[config.mk]
export PLATFORM = sky130hd
export DESIGN_NAME = alu_seq_flat
export DESIGN_NICKNAME = d
export VERILOG_FILES = /design/src/rtl/alu_seq_if.sv /design/src/rtl/alu_seq.sv /design/src/flat_wrapper.sv
export SDC_FILE = /design/constraint.sdc
export NUM_CORES = 1
export LEC_CHECK = 0
export ABC_AREA = 1
export CORE_AREA = 2 2 62 76
export DETAILED_ROUTE_END_ITERATION = 16
export DIE_AREA = 0 0 64 78
export GPL_TIMING_DRIVEN = 0
export PLACE_DENSITY = 0.7
export SYNTH_ARGS = -nofsm -noshare
export SYNTH_HDL_FRONTEND = slang
export SYNTH_SLANG_ARGS = --single-unit
[constraint.sdc]
create_clock -name CLK -period 2.8 [get_ports CLK]
set_clock_uncertainty 0.1 [all_clocks]
set_input_delay 0.84 -clock CLK [delete_from_list [all_inputs] [get_ports CLK]]
set_output_delay 0.84 -clock CLK [all_outputs]
set_load 0.1 [all_outputs]
[src/rtl/alu_seq_if.sv]
// rtl/alu_seq_if.sv - command, result and downstream ALU bus of the ALU sequencer
interface alu_seq_if;
   // command channel
   logic       in_valid;
   logic       in_ready;
   logic [3:0] in_a;
   logic [3:0] in_b;
   logic [2:0] in_op;
   logic       in_wide;
   // result channel
   logic       out_valid;
   logic       out_ready;
   logic [7:0] out_data;
   logic       out_err;
   logic [7:0] out_count;
   // downstream registered ALU
   logic [3:0] alu_a;
   logic [3:0] alu_b;
   logic [4:0] alu_f;
   logic       alu_v;
   logic       alu_clr_n;
   logic [3:0] alu_y;

   modport slave (
      input  in_valid, in_a, in_b, in_op, in_wide, out_ready, alu_y,
      output in_ready, out_valid, out_data, out_err, out_count,
      output alu_a, alu_b, alu_f, alu_v, alu_clr_n
   );

   modport master (
      output in_valid, in_a, in_b, in_op, in_wide, out_ready, alu_y,
      input  in_ready, out_valid, out_data, out_err, out_count,
      input  alu_a, alu_b, alu_f, alu_v, alu_clr_n
   );
endinterface

[src/rtl/alu_seq.sv]
// rtl/alu_seq.sv - sequencer issuing one or two nibble operations to an external registered ALU
module alu_seq (
   input  logic     CLK,
   input  logic     CLR,
   alu_seq_if.slave bus
);

   typedef enum logic [2:0] {IDLE, ISS0, CAP0, ISS1, CAP1, OUT} state_t;

   localparam logic [2:0] OP_ADD = 3'd0;
   localparam logic [2:0] OP_SUB = 3'd1;
   localparam logic [2:0] OP_AND = 3'd2;
   localparam logic [2:0] OP_OR  = 3'd3;
   localparam logic [2:0] OP_SHL = 3'd4;
   localparam logic [2:0] OP_SHR = 3'd5;
   localparam logic [2:0] OP_MUL = 3'd6;
   localparam logic [2:0] OP_DIV = 3'd7;

   localparam logic [4:0] F_IDLE = 5'b11111;

   state_t     state, state_n;
   logic [3:0] a_q, b_q;
   logic [2:0] op_q;
   logic       wide_q;
   logic [7:0] data_q;
   logic       err_q;
   logic [7:0] count_q;

   logic       div_zero_in;
   logic       two_issue;
   logic [4:0] func;
   logic       ready_c;
   logic [3:0] alu_a_c, alu_b_c;
   logic [4:0] alu_f_c;
   logic       alu_v_c;

   // Division by zero is decided on the incoming command so it can bypass the ALU entirely.
   assign div_zero_in = (bus.in_op == OP_DIV) && (bus.in_b == 4'd0);

   // Only arithmetic ops have a meaningful high nibble; logic and shifts stay single issue.
   assign two_issue = wide_q && ((op_q == OP_ADD) || (op_q == OP_SUB) ||
                                 (op_q == OP_MUL) || (op_q == OP_DIV));

   // Translate the latched opcode into the ALU function code.
   always_comb begin
      func = F_IDLE;
      case (op_q)
         OP_ADD:  func = 5'b00010;
         OP_SUB:  func = 5'b00011;
         OP_AND:  func = 5'b01000;
         OP_OR:   func = 5'b01100;
         OP_SHL:  func = 5'b00000;
         OP_SHR:  func = 5'b10000;
         OP_MUL:  func = 5'b00100;
         OP_DIV:  func = 5'b00110;
         default: func = F_IDLE;
      endcase
   end

   // State register, operand latch, result capture and completion counter.
   always_ff @(posedge CLK) begin
      if (CLR) begin
         state   <= IDLE;
         a_q     <= 4'd0;
         b_q     <= 4'd0;
         op_q    <= 3'd0;
         wide_q  <= 1'b0;
         data_q  <= 8'd0;
         err_q   <= 1'b0;
         count_q <= 8'd0;
      end else begin
         state <= state_n;
         case (state)
            IDLE: begin
               if (bus.in_valid) begin
                  a_q    <= bus.in_a;
                  b_q    <= bus.in_b;
                  op_q   <= bus.in_op;
                  wide_q <= bus.in_wide;
                  data_q <= 8'd0;
                  err_q  <= div_zero_in;
               end
            end
            CAP0: data_q[3:0] <= bus.alu_y;
            CAP1: data_q[7:4] <= bus.alu_y;
            OUT: begin
               if (bus.out_ready) begin
                  count_q <= count_q + 8'd1;
               end
            end
            default: ;
         endcase
      end
   end

   // Next state and ALU drive; the ALU sees the idle code with zero operands outside issue/capture.
   always_comb begin
      state_n = state;
      ready_c = 1'b0;
      alu_a_c = 4'd0;
      alu_b_c = 4'd0;
      alu_f_c = F_IDLE;
      alu_v_c = 1'b0;
      case (state)
         IDLE: begin
            ready_c = 1'b1;
            if (bus.in_valid) begin
               state_n = div_zero_in ? OUT : ISS0;
            end
         end
         ISS0, CAP0: begin
            alu_a_c = a_q;
            alu_b_c = b_q;
            alu_f_c = func;
            if (state == ISS0) begin
               state_n = CAP0;
            end else begin
               state_n = two_issue ? ISS1 : OUT;
            end
         end
         ISS1, CAP1: begin
            alu_a_c = a_q;
            alu_b_c = b_q;
            alu_f_c = func;
            alu_v_c = 1'b1;
            state_n = (state == ISS1) ? CAP1 : OUT;
         end
         OUT: begin
            if (bus.out_ready) begin
               state_n = IDLE;
            end
         end
         default: state_n = IDLE;
      endcase
   end

   assign bus.in_ready  = ready_c;
   assign bus.out_valid = (state == OUT);
   assign bus.out_data  = data_q;
   assign bus.out_err   = err_q;
   assign bus.out_count = count_q;
   assign bus.alu_a     = alu_a_c;
   assign bus.alu_b     = alu_b_c;
   assign bus.alu_f     = alu_f_c;
   assign bus.alu_v     = alu_v_c;
   assign bus.alu_clr_n = ~CLR;

endmodule

[src/flat_wrapper.sv]
// flat-port wrapper written by rule: the top's interface ports become plain ports
module alu_seq_flat 
  (CLK, CLR, bus_in_valid, bus_in_a, bus_in_b, bus_in_op, bus_in_wide, bus_out_ready, bus_alu_y, bus_in_ready, bus_out_valid, bus_out_data, bus_out_err, bus_out_count, bus_alu_a, bus_alu_b, bus_alu_f, bus_alu_v, bus_alu_clr_n);
  alu_seq_if bus_i ();
  input  logic CLK;
  input  logic CLR;
  input wire logic [$bits(bus_i.in_valid)-1:0] bus_in_valid;
  input wire logic [$bits(bus_i.in_a)-1:0] bus_in_a;
  input wire logic [$bits(bus_i.in_b)-1:0] bus_in_b;
  input wire logic [$bits(bus_i.in_op)-1:0] bus_in_op;
  input wire logic [$bits(bus_i.in_wide)-1:0] bus_in_wide;
  input wire logic [$bits(bus_i.out_ready)-1:0] bus_out_ready;
  input wire logic [$bits(bus_i.alu_y)-1:0] bus_alu_y;
  output wire logic [$bits(bus_i.in_ready)-1:0] bus_in_ready;
  output wire logic [$bits(bus_i.out_valid)-1:0] bus_out_valid;
  output wire logic [$bits(bus_i.out_data)-1:0] bus_out_data;
  output wire logic [$bits(bus_i.out_err)-1:0] bus_out_err;
  output wire logic [$bits(bus_i.out_count)-1:0] bus_out_count;
  output wire logic [$bits(bus_i.alu_a)-1:0] bus_alu_a;
  output wire logic [$bits(bus_i.alu_b)-1:0] bus_alu_b;
  output wire logic [$bits(bus_i.alu_f)-1:0] bus_alu_f;
  output wire logic [$bits(bus_i.alu_v)-1:0] bus_alu_v;
  output wire logic [$bits(bus_i.alu_clr_n)-1:0] bus_alu_clr_n;
  assign bus_i.in_valid = bus_in_valid;
  assign bus_i.in_a = bus_in_a;
  assign bus_i.in_b = bus_in_b;
  assign bus_i.in_op = bus_in_op;
  assign bus_i.in_wide = bus_in_wide;
  assign bus_i.out_ready = bus_out_ready;
  assign bus_i.alu_y = bus_alu_y;
  assign bus_in_ready = bus_i.in_ready;
  assign bus_out_valid = bus_i.out_valid;
  assign bus_out_data = bus_i.out_data;
  assign bus_out_err = bus_i.out_err;
  assign bus_out_count = bus_i.out_count;
  assign bus_alu_a = bus_i.alu_a;
  assign bus_alu_b = bus_i.alu_b;
  assign bus_alu_f = bus_i.alu_f;
  assign bus_alu_v = bus_i.alu_v;
  assign bus_alu_clr_n = bus_i.alu_clr_n;
  alu_seq u_core (.CLK(CLK), .CLR(CLR), .bus(bus_i));
endmodule
; ---- After elaboration in Yosys (flattened, before gate mapping)
; Memories as Yosys holds them, arrays and structs flattened. A register that Yosys moved wholly into a read port is not among the register bits.
; Index checks and enable logic that the tools add are counted.
[classes]
addsub = 1
bitwise_logic = 1
n_mux = 17
reduce_logical = 18
eq_ne = 11
[op_table]
columns = cell, count
row1 = 2-to-1 mux 3 bit, 7
row2 = case mux 4 bit (2 select lines), 2
row3 = equality test 3 bit (second input constant), 5
row4 = case mux 3 bit (4 select lines), 1
row5 = AND reduction 2 bit, 5
row6 = adder 8 x 1 -> 8 bit (second input constant), 1
row7 = 2-to-1 mux 4 bit, 2
row8 = 2-to-1 mux 8 bit, 1
row9 = equality test 3 x 1 -> 1 bit (second input constant), 2
row10 = equality test 3 x 2 -> 1 bit (second input constant), 2
row11 = logical NOT 3 bit, 2
row12 = 2-to-1 mux 5 bit, 1
row13 = logical NOT 4 bit, 1
row14 = inequality test 2 bit (second input constant), 2
row15 = nonzero test 2 bit, 2
row16 = OR reduction 2 bit, 2
row17 = OR reduction 4 bit, 1
row18 = logical OR 1 bit, 3
row19 = 2-to-1 mux 1 bit, 3
row20 = logical AND 1 bit, 2
row21 = inverter 1 bit, 1
[totals]
inputBits = 20
out_inout_bits = 34
ff_bits = 32
mem_count = 1
rom_bits = 40
[mem_list]
columns = name, depth, word_bits, rd, rd_clocked_by_memory_dff, write_ports, line_no
row1 = (name not given), 8, 5, 1, 1, 0, alu_seq.sv:47  ; case (op_q)

; ---- Longest topological paths before layout
; Gate-level depths: netlist of run 1.
[depth]
depth_word = 8
mapped_depth = 8
depth_no_buf = 8

; ---- Worst setup path before layout of run 1
; OpenSTA, ideal clock, no wires.
[synth_timing]
path_kind = input port to output port
from = in CLR
to = out bus_alu_clr_n
arrival_time_ns = 1.925
stages = 2
setup_slack_ns = -0.065
path_cell_list = inv_1 -> clkbuf_1
[synth_via]
elab_chain_cells = 1
[synth_rtl]
columns = element, line_no
row1 = "start, declared", flat_wrapper.sv:6  ; input logic CLR;
row2 = inverter 1 bit, alu_seq.sv:146  ; assign bus.alu_clr_n = ~CLR;
row3 = "end, declared", flat_wrapper.sv:23  ; output wire logic [$bits(bus_i.alu_clr_n)-1:0] bus_alu_clr_n;
; No other way between the ends.

; ---- Worst setup path after layout of run 1
[layout_timing]
from = reg u_core.count_q[3], in the netlist u_core.bus.out_count[3]
to = out bus_out_count[3]
[layout_rtl]
columns = element, line_no
row1 = "start, declared", alu_seq.sv:27  ; logic [7:0] count_q;
row2 = "start signal, assigned", alu_seq.sv:88  ; count_q <= count_q + 8'd1;
row3 = "end, declared", flat_wrapper.sv:18  ; output wire logic [$bits(bus_i.out_count)-1:0] bus_out_count;
; No word-level cell between the ends.

==> results of run 1 <==
-- per-stage QoR --
step           instance area, sq um  setup TNS [ns]  util, %  hold WS [ns]  worst slack, ns
4_1_cts                        2330               0     55.6         0.368         0.000415
2_1_floorplan                  1670               0        -         0.345           0.0208
5_1_grt                        2400         -0.0124     57.1         0.389          -0.0105
6_report                       2400               0     57.1         0.364           0.0460
3_3_place_gp                   2270           -7.65     54.1         0.348            -1.06
3_5_place_dp                   2270           -7.76     54.1         0.356            -1.07
-- placed cells by master (no fill, tap or decap), drive strengths merged --
cell and n:
nand3b 1, dfxtp 37, dlymetal6s2s 4, clkdlybuf4s15 2
nor3 3, buf 11, nor2 28, o31ai 1
inv 33, clkinv 1, a21oi 25, nand2 86
dlygate4sd2 2, clkbuf 18, nand3 12, nand4 3
ha 1, xnor2 1, clkdlybuf4s50 30, o21ai 7
-- power groups by stage --
stage | Sequential (uW) | Clock [uW] | Combinational [uW]
finish | 589 | 401 | 621
global route | 593 | 437 | 664
CTS | 588 | 412 | 591
detailed placement | 600 | 0 | 615
global placement | 599 | 0 | 611
floorplan | 624 | 0 | 444
-- registers in the layout (all words and copies together) (netlist names) --
name	flops
u_core.bus.out_count	8
u_core.op_q	3
u_core.func	5
u_core.bus.out_data	8
u_core.b_q	4
u_core.a_q	4
u_core.bus.out_err	1
u_core.state	3
u_core.wide_q	1
-- repair_timing --
| item | 4_1_cts | 5_1_grt |
|---|---|---|
| gates cloned | 0 | 1 |
| gates resized for setup | 91 | 23 |
| setup endpoints to repair | 18 | 19 |
-- worst min path at each step --
stage	startpoint	endpoint	slack, ns	cells past startpoint
detailed placement	u_core.bus.out_data[3]$_SDFFE_PP0P_	u_core.bus.out_data[3]$_SDFFE_PP0P_	0.36	2
CTS	u_core.bus.out_data[4]$_SDFFE_PP0P_	u_core.bus.out_data[4]$_SDFFE_PP0P_	0.37	2
floorplan	u_core.a_q[0]$_SDFFE_PP0N_	u_core.a_q[0]$_SDFFE_PP0N_	0.34	2
global placement	u_core.bus.out_data[7]$_SDFFE_PP0P_	u_core.bus.out_data[7]$_SDFFE_PP0P_	0.35	2
global route	u_core.wide_q$_SDFFE_PP0N_	u_core.wide_q$_SDFFE_PP0N_	0.39	2
finish	u_core.bus.out_data[1]$_SDFFE_PP0P_	u_core.bus.out_data[1]$_SDFFE_PP0P_	0.36	2
-- kinds of logic (layout without fill, tap and decap cells) --
| group | count (synthesis) | in the layout |
|---|---|---|
| AOI/OAI and AO/OA | 33 | 33 |
| xor gates and xnor gates | 1 | 1 |
| adders and majority gates | 1 | 1 |
| buffers and inverters | 39 | 101 |
| DFF | 37 | 37 |
| and+or+nand+nor | 133 | 133 |
-- cell type report --
cell class	count	share of cell area, %
Clock buffer	7	4.02
Multi-Input combinational cell	168	33.0
Inverter	33	5.17
Timing Repair Buffer	54	22.1
Clock inverter	1	0.209
Buffer	6	1.51
Sequential cell	37	31.1
Tap cell	56	2.92
-- layer usage --
| metal | vias up | track usage (%) |
|---|---|---|
| li1 | 875 | - |
| met1 | 739 | 19.8 |
| met2 | 43 | 27.3 |
| met3 | 7 | 4.35 |
| met4 | 0 | 6.52 |
| met5 | - | 0 |
==> impl_metrics.env, run 1 <==
export IMPL_status="completed"
export IMPL_power_density_mw_per_mm2=672
export IMPL_synthAdderAreaFrac_pct=0.750
export IMPL_crit_buf_inv=1
export IMPL_rows=26
export IMPL_power_uw=1610
export IMPL_clkTransAtPathRegs_ns=0.07
export IMPL_crit_family="buffers and inverters"
export IMPL_ys_ff_latch=37
export IMPL_yosys_area_share_simple_pct=34.5
export IMPL_antennaDiodeCount=0
export IMPL_synth_most_common_cell="nand2_1"
export IMPL_critical_path_required_ns=1.86
export IMPL_dr_wl_met2_microns=1910
export IMPL_syn2layout_area_growth_pct=43.6
export IMPL_synth_top_family_by_area="simple AND/OR/NAND/NOR gates"
export IMPL_avgViaCountPerCell=4.60
export IMPL_grt_use_total_pct=16.4
export IMPL_multiInputGateArea_sq_um=790
export IMPL_cp_startpoint="u_core.bus.out_count[3]$_SDFFE_PP0P_"
export IMPL_placedCellCount=353
export IMPL_top_layer_used="met4"
export IMPL_grt_pass1_vias=1541
export IMPL_numCtsBuffers=5
export IMPL_drv_cap=0
export IMPL_worstSetupPathType="reg2out"
export IMPL_ir_drop_mv=0.308
export IMPL_die_h_microns=78
export IMPL_setup_violations=0
export IMPL_drt_first_pass_iters=4
export IMPL_clkLatencyLatePin_ns=0.28
export IMPL_htreeDepth=2
export IMPL_syn_avg_cell_area_sq_um=6.84
export IMPL_maxSlewViolCount=0
export IMPL_cts_hold_buf=0
export IMPL_core_area_sq_mm=0.00420
export IMPL_post_dp_hpwl_microns=2850
export IMPL_synth_edf_count=0
export IMPL_r2r_slack_ns=1.37
export IMPL_drive_above_1_share_pct=18.3
export IMPL_synth_area_leaders="dfxtp_1, nand2_1, a21oi_1"
export IMPL_cp_slowest_cell="clkdlybuf4s50_1"
export IMPL_synth_top_area_cell="dfxtp_1"
export IMPL_synth_compound_area_share_pct=10.5
export IMPL_crit_chain="clkdlybuf4s50_1"
export IMPL_yosys_warnings=0
export IMPL_tritoncts="done"
export IMPL_drcViolationCount=0
export IMPL_max_slew_margin_pct=33.8
export IMPL_routed_wl_met3_microns=188
export IMPL_timing_final_crit_period_ns=2.75
export IMPL_cts_root_buffer_cell="clkbuf_8"
export IMPL_synth_seq_area_share_pct=44.4
export IMPL_end_kind="output port"
export IMPL_netlist_area_leader_share_pct=44.4
export IMPL_p_clk_share_pct=24.9
export IMPL_intPower_uw=942
export IMPL_worstSetupPathDepth=1
export IMPL_ctsLongestPathBuffers=2
export IMPL_ant_nets=0
export IMPL_hold_viol=0
export IMPL_crit_fanout=4
export IMPL_rr_worst_depth=6
export IMPL_synth_top_cells_by_count="nand2_1, dfxtp_1, nor2_1"
export IMPL_p_leak_uw=0.00110
export IMPL_swShare_pct=41.5
export IMPL_netSwitchingPower_uw=669
export IMPL_synth_cells=244
export IMPL_dieWidth_microns=64
export IMPL_cp_arrival_ns=1.81
export IMPL_synth_nets=265
export IMPL_grt_overflow_total=0
export IMPL_max_stage_delay_ns=1.15
export IMPL_fmax_mhz=363
export IMPL_tightest_slew_ns=0.990
export IMPL_hold_class="reg2reg"
export IMPL_critPathCapture="bus_out_count[3]"
export IMPL_globalplace_congestion=0.821
export IMPL_port_buffers=53
export IMPL_seqCellArea_sq_um=744
export IMPL_ioPinCount=54
export IMPL_timing_rr_start="u_core.state[0]$_SDFFE_PP0P_"
export IMPL_synth_xor_area_share_pct=0.525
export IMPL_cts_sinks=37
export IMPL_fin_cells=362
export IMPL_mappedNetlistArea_sq_mm=0.00167
export IMPL_r2r_end="u_core.b_q[0]$_SDFFE_PP0N_"
export IMPL_combPwrFrac_pct=38.6
export IMPL_routed_wl_microns=3860
export IMPL_critPathLaunchType="flip-flop"
export IMPL_num_vias=1664
export IMPL_wl_met1_microns=1690
export IMPL_antenna_found_initial=0
export IMPL_dieArea_sq_mm=0.00499
export IMPL_fill_cells=422
export IMPL_grt_max_degree=12
export IMPL_final_min_period_over_clock_period_pct=98.4
export IMPL_post_cts_setup_buffers=0
export IMPL_grt_pass1_wl_microns=6520
export IMPL_synth_cell_type_count=24
export IMPL_drt_iter0_drc=58
export IMPL_wl_per_cell_microns=10.7
export IMPL_layout_nets=326
export IMPL_synthMuxAreaShare_pct=0
export IMPL_synth_flop_cell="dfxtp_1"
export IMPL_async_reset_ff_share_pct=0
export IMPL_p_seq_share_pct=36.6
export IMPL_start_util_pct=39.8
(Power assumes the default switching activity.)
==> inputs of run 2 (changes only) <==
==> constraint.sdc (replaced) <==
create_clock -name CLK -period 2.8 [get_ports CLK]
set_clock_uncertainty 0.1 [all_clocks]
set_input_delay 0.28 -clock CLK [delete_from_list [all_inputs] [get_ports CLK]]
set_output_delay 0.28 -clock CLK [all_outputs]
set_load 0.1 [all_outputs]
==> impl_metrics.env, run 2 (synthesized netlist as in run 1, its figures left out) <==
export IMPL_routed_wl_microns=3660
export IMPL_dpl_instance_area_sq_mm=0.00227
export IMPL_ctsLongestPathBuffers=2
export IMPL_ioPinCount=54
export IMPL_avgViaCountPerCell=4.44
export IMPL_holdPathStages=2
export IMPL_wl_per_cell_microns=10.2
export IMPL_intPower_uw=889
export IMPL_power_density_mw_per_mm2=661
export IMPL_post_dp_hpwl_microns=2780
export IMPL_cts_hold_buf=0
export IMPL_timing_final_crit_period_ns=2.61
export IMPL_antennaDiodeCount=0
export IMPL_post_cts_setup_buffers=0
export IMPL_port_buffers=53
export IMPL_status="completed"
export IMPL_fin_cells=360
export IMPL_numCtsBuffers=5
export IMPL_globalplace_congestion=0.908
export IMPL_maxSlewViolCount=0
export IMPL_final_min_period_over_clock_period_pct=93.4
export IMPL_rr_worst_depth=7
export IMPL_hold_end="u_core.bus.out_data[4]$_SDFFE_PP0P_"
export IMPL_grt_pass1_wl_microns=6510
export IMPL_r2r_slack_ns=1.30
export IMPL_netSwitchingPower_uw=648
export IMPL_grt_setup_unrepaired="no"
export IMPL_max_stage_delay_ns=1.17
export IMPL_htreeDepth=2
export IMPL_die_h_microns=78
export IMPL_syn2layout_area_growth_pct=39.2
export IMPL_clkTransAtPathRegs_ns=0.06
export IMPL_layout_common_cells="nand2_1, clkdlybuf4s50_1, dfxtp_1, nor2_1, a21oi_1"
export IMPL_layout_nets=325
export IMPL_post_cts_resized=24
export IMPL_fmax_mhz=382
export IMPL_ant_nets=0
export IMPL_placedCellCount=353
export IMPL_crit_buf_inv=2
export IMPL_cts_root_buffer_cell="clkbuf_8"
export IMPL_final_common_cell="nand2_1"
export IMPL_grt_max_degree=11
export IMPL_critPathLaunchType="flip-flop"
export IMPL_dieWidth_microns=64
export IMPL_dieArea_sq_mm=0.00499
export IMPL_crit_family="buffers and inverters"
export IMPL_p_clk_share_pct=23.7
export IMPL_tightest_slew_ns=0.994
export IMPL_rows=26
export IMPL_start_util_pct=39.8
export IMPL_finalInstanceArea_sq_mm=0.00232
export IMPL_core_area_sq_mm=0.00420
export IMPL_num_vias=1599
export IMPL_drt_first_pass_iters=4
export IMPL_cts_sinks=37
export IMPL_clkLatencyLatePin_ns=0.29
export IMPL_worstHoldStart="u_core.bus.out_data[4]$_SDFFE_PP0P_"
export IMPL_p_leak_uw=0.000998
export IMPL_p_seq_share_pct=38.2
export IMPL_drt_iter0_drc=51
export IMPL_grt_overflow_total=0
export IMPL_hold_class="reg2reg"
export IMPL_timing_rr_start="u_core.state[0]$_SDFFE_PP0P_"
export IMPL_cp_arrival_ns=2.23
export IMPL_fill_cells=403
export IMPL_critical_path_required_ns=2.42
export IMPL_max_slew_margin_pct=33.6
export IMPL_end_kind="output port"
export IMPL_setup_violations=0
export IMPL_ir_drop_mv=0.328
export IMPL_drive_above_1_share_pct=14.8
export IMPL_drv_cap=0
export IMPL_tritoncts="done"
export IMPL_drcViolationCount=0
export IMPL_utilization_pct=55.4
export IMPL_grt_use_total_pct=16.6
export IMPL_r2r_end="u_core.bus.out_count[6]$_SDFFE_PP0P_"
export IMPL_hold_viol=0
export IMPL_crit_fanout=5
export IMPL_swShare_pct=42.1
export IMPL_cp_slowest_cell="clkdlybuf4s50_1"
export IMPL_antenna_found_initial=0
export IMPL_combPwrFrac_pct=38.0
export IMPL_worstSetupPathType="reg2out"
export IMPL_grt_pass1_vias=1514
export IMPL_crit_chain="inv_2, nand2_1, nor2_1, clkdlybuf4s50_1"
-- run 2: cell types whose count changed in the layout (fill, tap and decap cells not counted), moves of 3 or more --
cell	before	now
clkdlybuf4s15_2	1	5
clkbuf_4	8	0
clkbuf_2	1	8
dfxtp_1	34	37
clkdlybuf4s50_1	30	38
dfxtp_2	3	0
dlymetal6s2s_1	4	1
buf_4	5	0
-- run 2: per-layer routing --
metal,track usage (%),vias to the layer above,part of all wire (%)
met5,0,-,0
met4,8.70,0,1.9
met3,3.77,5,4.8
met2,27.6,42,48
met1,19.5,674,45
li1,-,878,-
-- run 2: worst max path at each step --
stage | from | to | slack (ns) | cells past startpoint
after floorplan | u_core.state[0]$_SDFFE_PP0P_ | u_core.state[2]$_SDFFE_PP0P_ | 0.23 | 7
after global placement | CLR | bus_alu_clr_n | -0.12 | 4
after detailed placement | CLR | bus_alu_clr_n | -0.13 | 4
after CTS | u_core.state[1]$_SDFFE_PP0P_ | bus_alu_v | 0.0007 | 5
after global routing | u_core.state[0]$_SDFFE_PP0P_ | bus_in_ready | 0.1 | 4
final | u_core.state[1]$_SDFFE_PP0P_ | bus_in_ready | 0.19 | 4
-- run 2: cell type report --
class,count,area [sq um],area share [%]
Timing Repair Buffer,53,498,21.4
Buffer,6,32.5,1.40
Tap cell,56,70.1,3.02
Multi-Input combinational cell,168,772,33.2
Inverter,33,124,5.33
Clock buffer,7,86.3,3.72
Sequential cell,37,741,31.9
-- run 2: stage by stage --
step | TNS [ns] | power, uW | hold slack [ns] | setup WS [ns]
6_report | 0 | 1540 | 0.362 | 0.185
4_1_cts | 0 | 1560 | 0.363 | 0.000712
2_1_floorplan | 0 | 1070 | 0.249 | 0.227
3_5_place_dp | -0.173 | 1210 | 0.354 | -0.125
3_3_place_gp | -0.119 | 1210 | 0.352 | -0.119
5_1_grt | 0 | 1620 | 0.393 | 0.0970
-- run 2: worst min-delay path, cell delays in order, from the launching register on --
cell and delay, ns:
dfxtp_1 0.31, nand2_1 0.06, a21oi_1 0.05
-- run 2: power by group through the flow --
stage | Sequential, uW | Clock (uW) | Combinational, uW
5_1_grt | 591 | 397 | 630
6_report | 588 | 365 | 584
4_1_cts | 587 | 375 | 594
2_1_floorplan | 624 | 0 | 443
3_5_place_dp | 599 | 0 | 613
3_3_place_gp | 599 | 0 | 609
==> inputs of run 3 (changes only) <==
DONT_BUFFER_PORTS = 1   (was default)
PLACE_DENSITY = default   (was 0.7)
==> impl_metrics.env, run 3 (synthesized netlist as in run 1, its figures left out) <==
export IMPL_globalplace_congestion=0.753
export IMPL_post_cts_setup_buffers=0
export IMPL_end_kind="output port"
export IMPL_crit_fanout=10
export IMPL_p_leak_uw=0.000808
export IMPL_grt_busiest_layer="met2"
export IMPL_cp_slowest_cell="nand2_1"
export IMPL_wl_per_cell_microns=12.0
export IMPL_htreeDepth=2
export IMPL_ant_nets=0
export IMPL_hold_class="in2reg"
export IMPL_post_dp_hpwl_microns=2820
export IMPL_fin_setup_tns_ns=0
export IMPL_layout_nets=277
export IMPL_ioPinCount=54
export IMPL_start_util_pct=39.8
export IMPL_crit_chain="inv_2, nand2_1, nand2_1, nand2_1, o21ai_2, buf_6, nand2_1"
export IMPL_drive_above_1_share_pct=14.0
export IMPL_worstSetupPathType="reg2out"
export IMPL_syn2layout_area_growth_pct=13.7
export IMPL_avgViaCountPerCell=4.66
export IMPL_antenna_found_initial=0
export IMPL_ir_drop_mv=0.251
export IMPL_drt_first_pass_iters=4
export IMPL_routed_wl_microns=3750
export IMPL_setup_violations=0
export IMPL_clkTransAtPathRegs_ns=0.07
export IMPL_final_common_cell="nand2_1"
export IMPL_drv_cap=0
export IMPL_max_slew_margin_pct=29.1
export IMPL_final_min_period_over_clock_period_pct=93.2
export IMPL_hold_worst_slack_ns=0.0328
export IMPL_grt_overflow_total=0
export IMPL_port_buffers=0
export IMPL_critical_path_required_ns=2.42
export IMPL_die_h_microns=78
export IMPL_hold_viol=0
export IMPL_timing_final_crit_period_ns=2.61
export IMPL_max_stage_delay_ns=0.66
export IMPL_num_vias=1460
export IMPL_fill_cells=469
export IMPL_drt_iter0_drc=60
export IMPL_fmax_mhz=383
export IMPL_ctsLongestPathBuffers=2
export IMPL_cts_root_buffer_cell="clkbuf_8"
export IMPL_post_cts_resized=0
export IMPL_tritoncts="done"
export IMPL_core_area_sq_mm=0.00420
export IMPL_dpl_instance_area_sq_mm=0.00181
export IMPL_grt_pass1_wl_microns=6390
export IMPL_grt_setup_unrepaired="no"
export IMPL_grt_use_total_pct=16.4
export IMPL_cts_hold_buf=1
export IMPL_numCtsBuffers=5
export IMPL_antennaDiodeCount=0
export IMPL_layout_common_cells="nand2_1, dfxtp_1, a21oi_1, nor2_1, inv_1"
export IMPL_tightest_slew_ns=1.06
export IMPL_power_density_mw_per_mm2=782
export IMPL_finalInstanceArea_sq_mm=0.00190
export IMPL_clkLatencyLatePin_ns=0.29
export IMPL_grtUsageMet3_pct=5.51
export IMPL_cts_sinks=37
export IMPL_grt_pass1_vias=1397
export IMPL_status="completed"
export IMPL_grt_max_degree=11
export IMPL_worst_path_most_repeated_cell="nand2_1"
export IMPL_dieArea_sq_mm=0.00499
export IMPL_grtUsageMet2_pct=25.8
export IMPL_cp_arrival_ns=2.23
export IMPL_maxSlewViolCount=0
export IMPL_rows=26
export IMPL_use_met1_pct=19.4
export IMPL_critPathLaunchType="flip-flop"
export IMPL_drcViolationCount=0
export IMPL_dieWidth_microns=64
==> run 3: cell types whose count changed in the layout (fill, tap and decap cells not counted), moves of 2 or more <==
cell / delta
clkdlybuf4s15_2: -5
nor2_2: +2
clkbuf_2: -7
buf_16: +2
clkdlybuf4s50_1: -38
buf_1: +2
nor2_1: -2
==> run 3: cell type report <==
type	count	area [sq um]	share of cell area (%)
inverters	33	124	6.53
plain buffers	6	33.8	1.78
well taps	56	70.1	3.69
clock buffers	8	80.1	4.22
repair buffers	5	72.6	3.82
flip-flops and latches	37	741	39.0
multi-input cells	168	777	40.9
==> run 3: stage by stage <==
stage / setup WS, ns / utilization [%] / power (uW) / cells
2_1_floorplan: 0.227 / - / 1070 / 244
6_report: 0.191 / 45.2 / 1480 / 313
3_5_place_dp: 0.505 / 43.1 / 1150 / 304
3_3_place_gp: 0.0285 / 41.4 / 1110 / 300
4_1_cts: 0.183 / 45.2 / 1500 / 313
5_1_grt: 0.0722 / 45.2 / 1560 / 313
==> run 3: worst paths after layout <==
| path | cells past startpoint | startpoint | slack [ns] | endpoint |
|---|---|---|---|---|
| setup / recovery | 7 | u_core.state[1]$_SDFFE_PP0P_ | 0.19 | bus_alu_f[0] |
| hold / removal | 2 | bus_in_b[3] | 0.03 | u_core.b_q[3]$_SDFFE_PP0N_ |
| setup reg to reg | 8 | u_core.bus.out_count[0]$_SDFFE_PP0P_ | 0.56 | u_core.bus.out_count[6]$_SDFFE_PP0P_ |
| hold reg to reg | 2 | u_core.a_q[3]$_SDFFE_PP0N_ | 0.36 | u_core.a_q[3]$_SDFFE_PP0N_ |
==> run 3: report_power, final <==
| group | internal, uW | total [uW] | switching [uW] |
|---|---|---|---|
| Combinational | 96.0 | 514 | 418 |
| Sequential | 563 | 617 | 54.2 |
| Clock | 177 | 353 | 177 |
==> run 3: worst max-delay path: cells and delay by family (launching register included) <==
| kind | cells | cell delay, ns |
|---|---|---|
| AO/OA/AOI/OAI | 1 | 0.11 |
| buffers and inverters | 2 | 0.26 |
| flip-flops | 1 | 0.53 |
| AND/OR/NAND/NOR | 4 | 1.03 |
==> run 3: per-layer routing <==
| metal | vias up | share of wire, % | routed length (microns) |
|---|---|---|---|
| li1 | 779 | - | - |
| met1 | 635 | 43 | 1620 |
| met2 | 39 | 47 | 1760 |
| met3 | 7 | 7.2 | 269 |
| met4 | 0 | 2.3 | 87 |
| met5 | - | 0 | 0 |
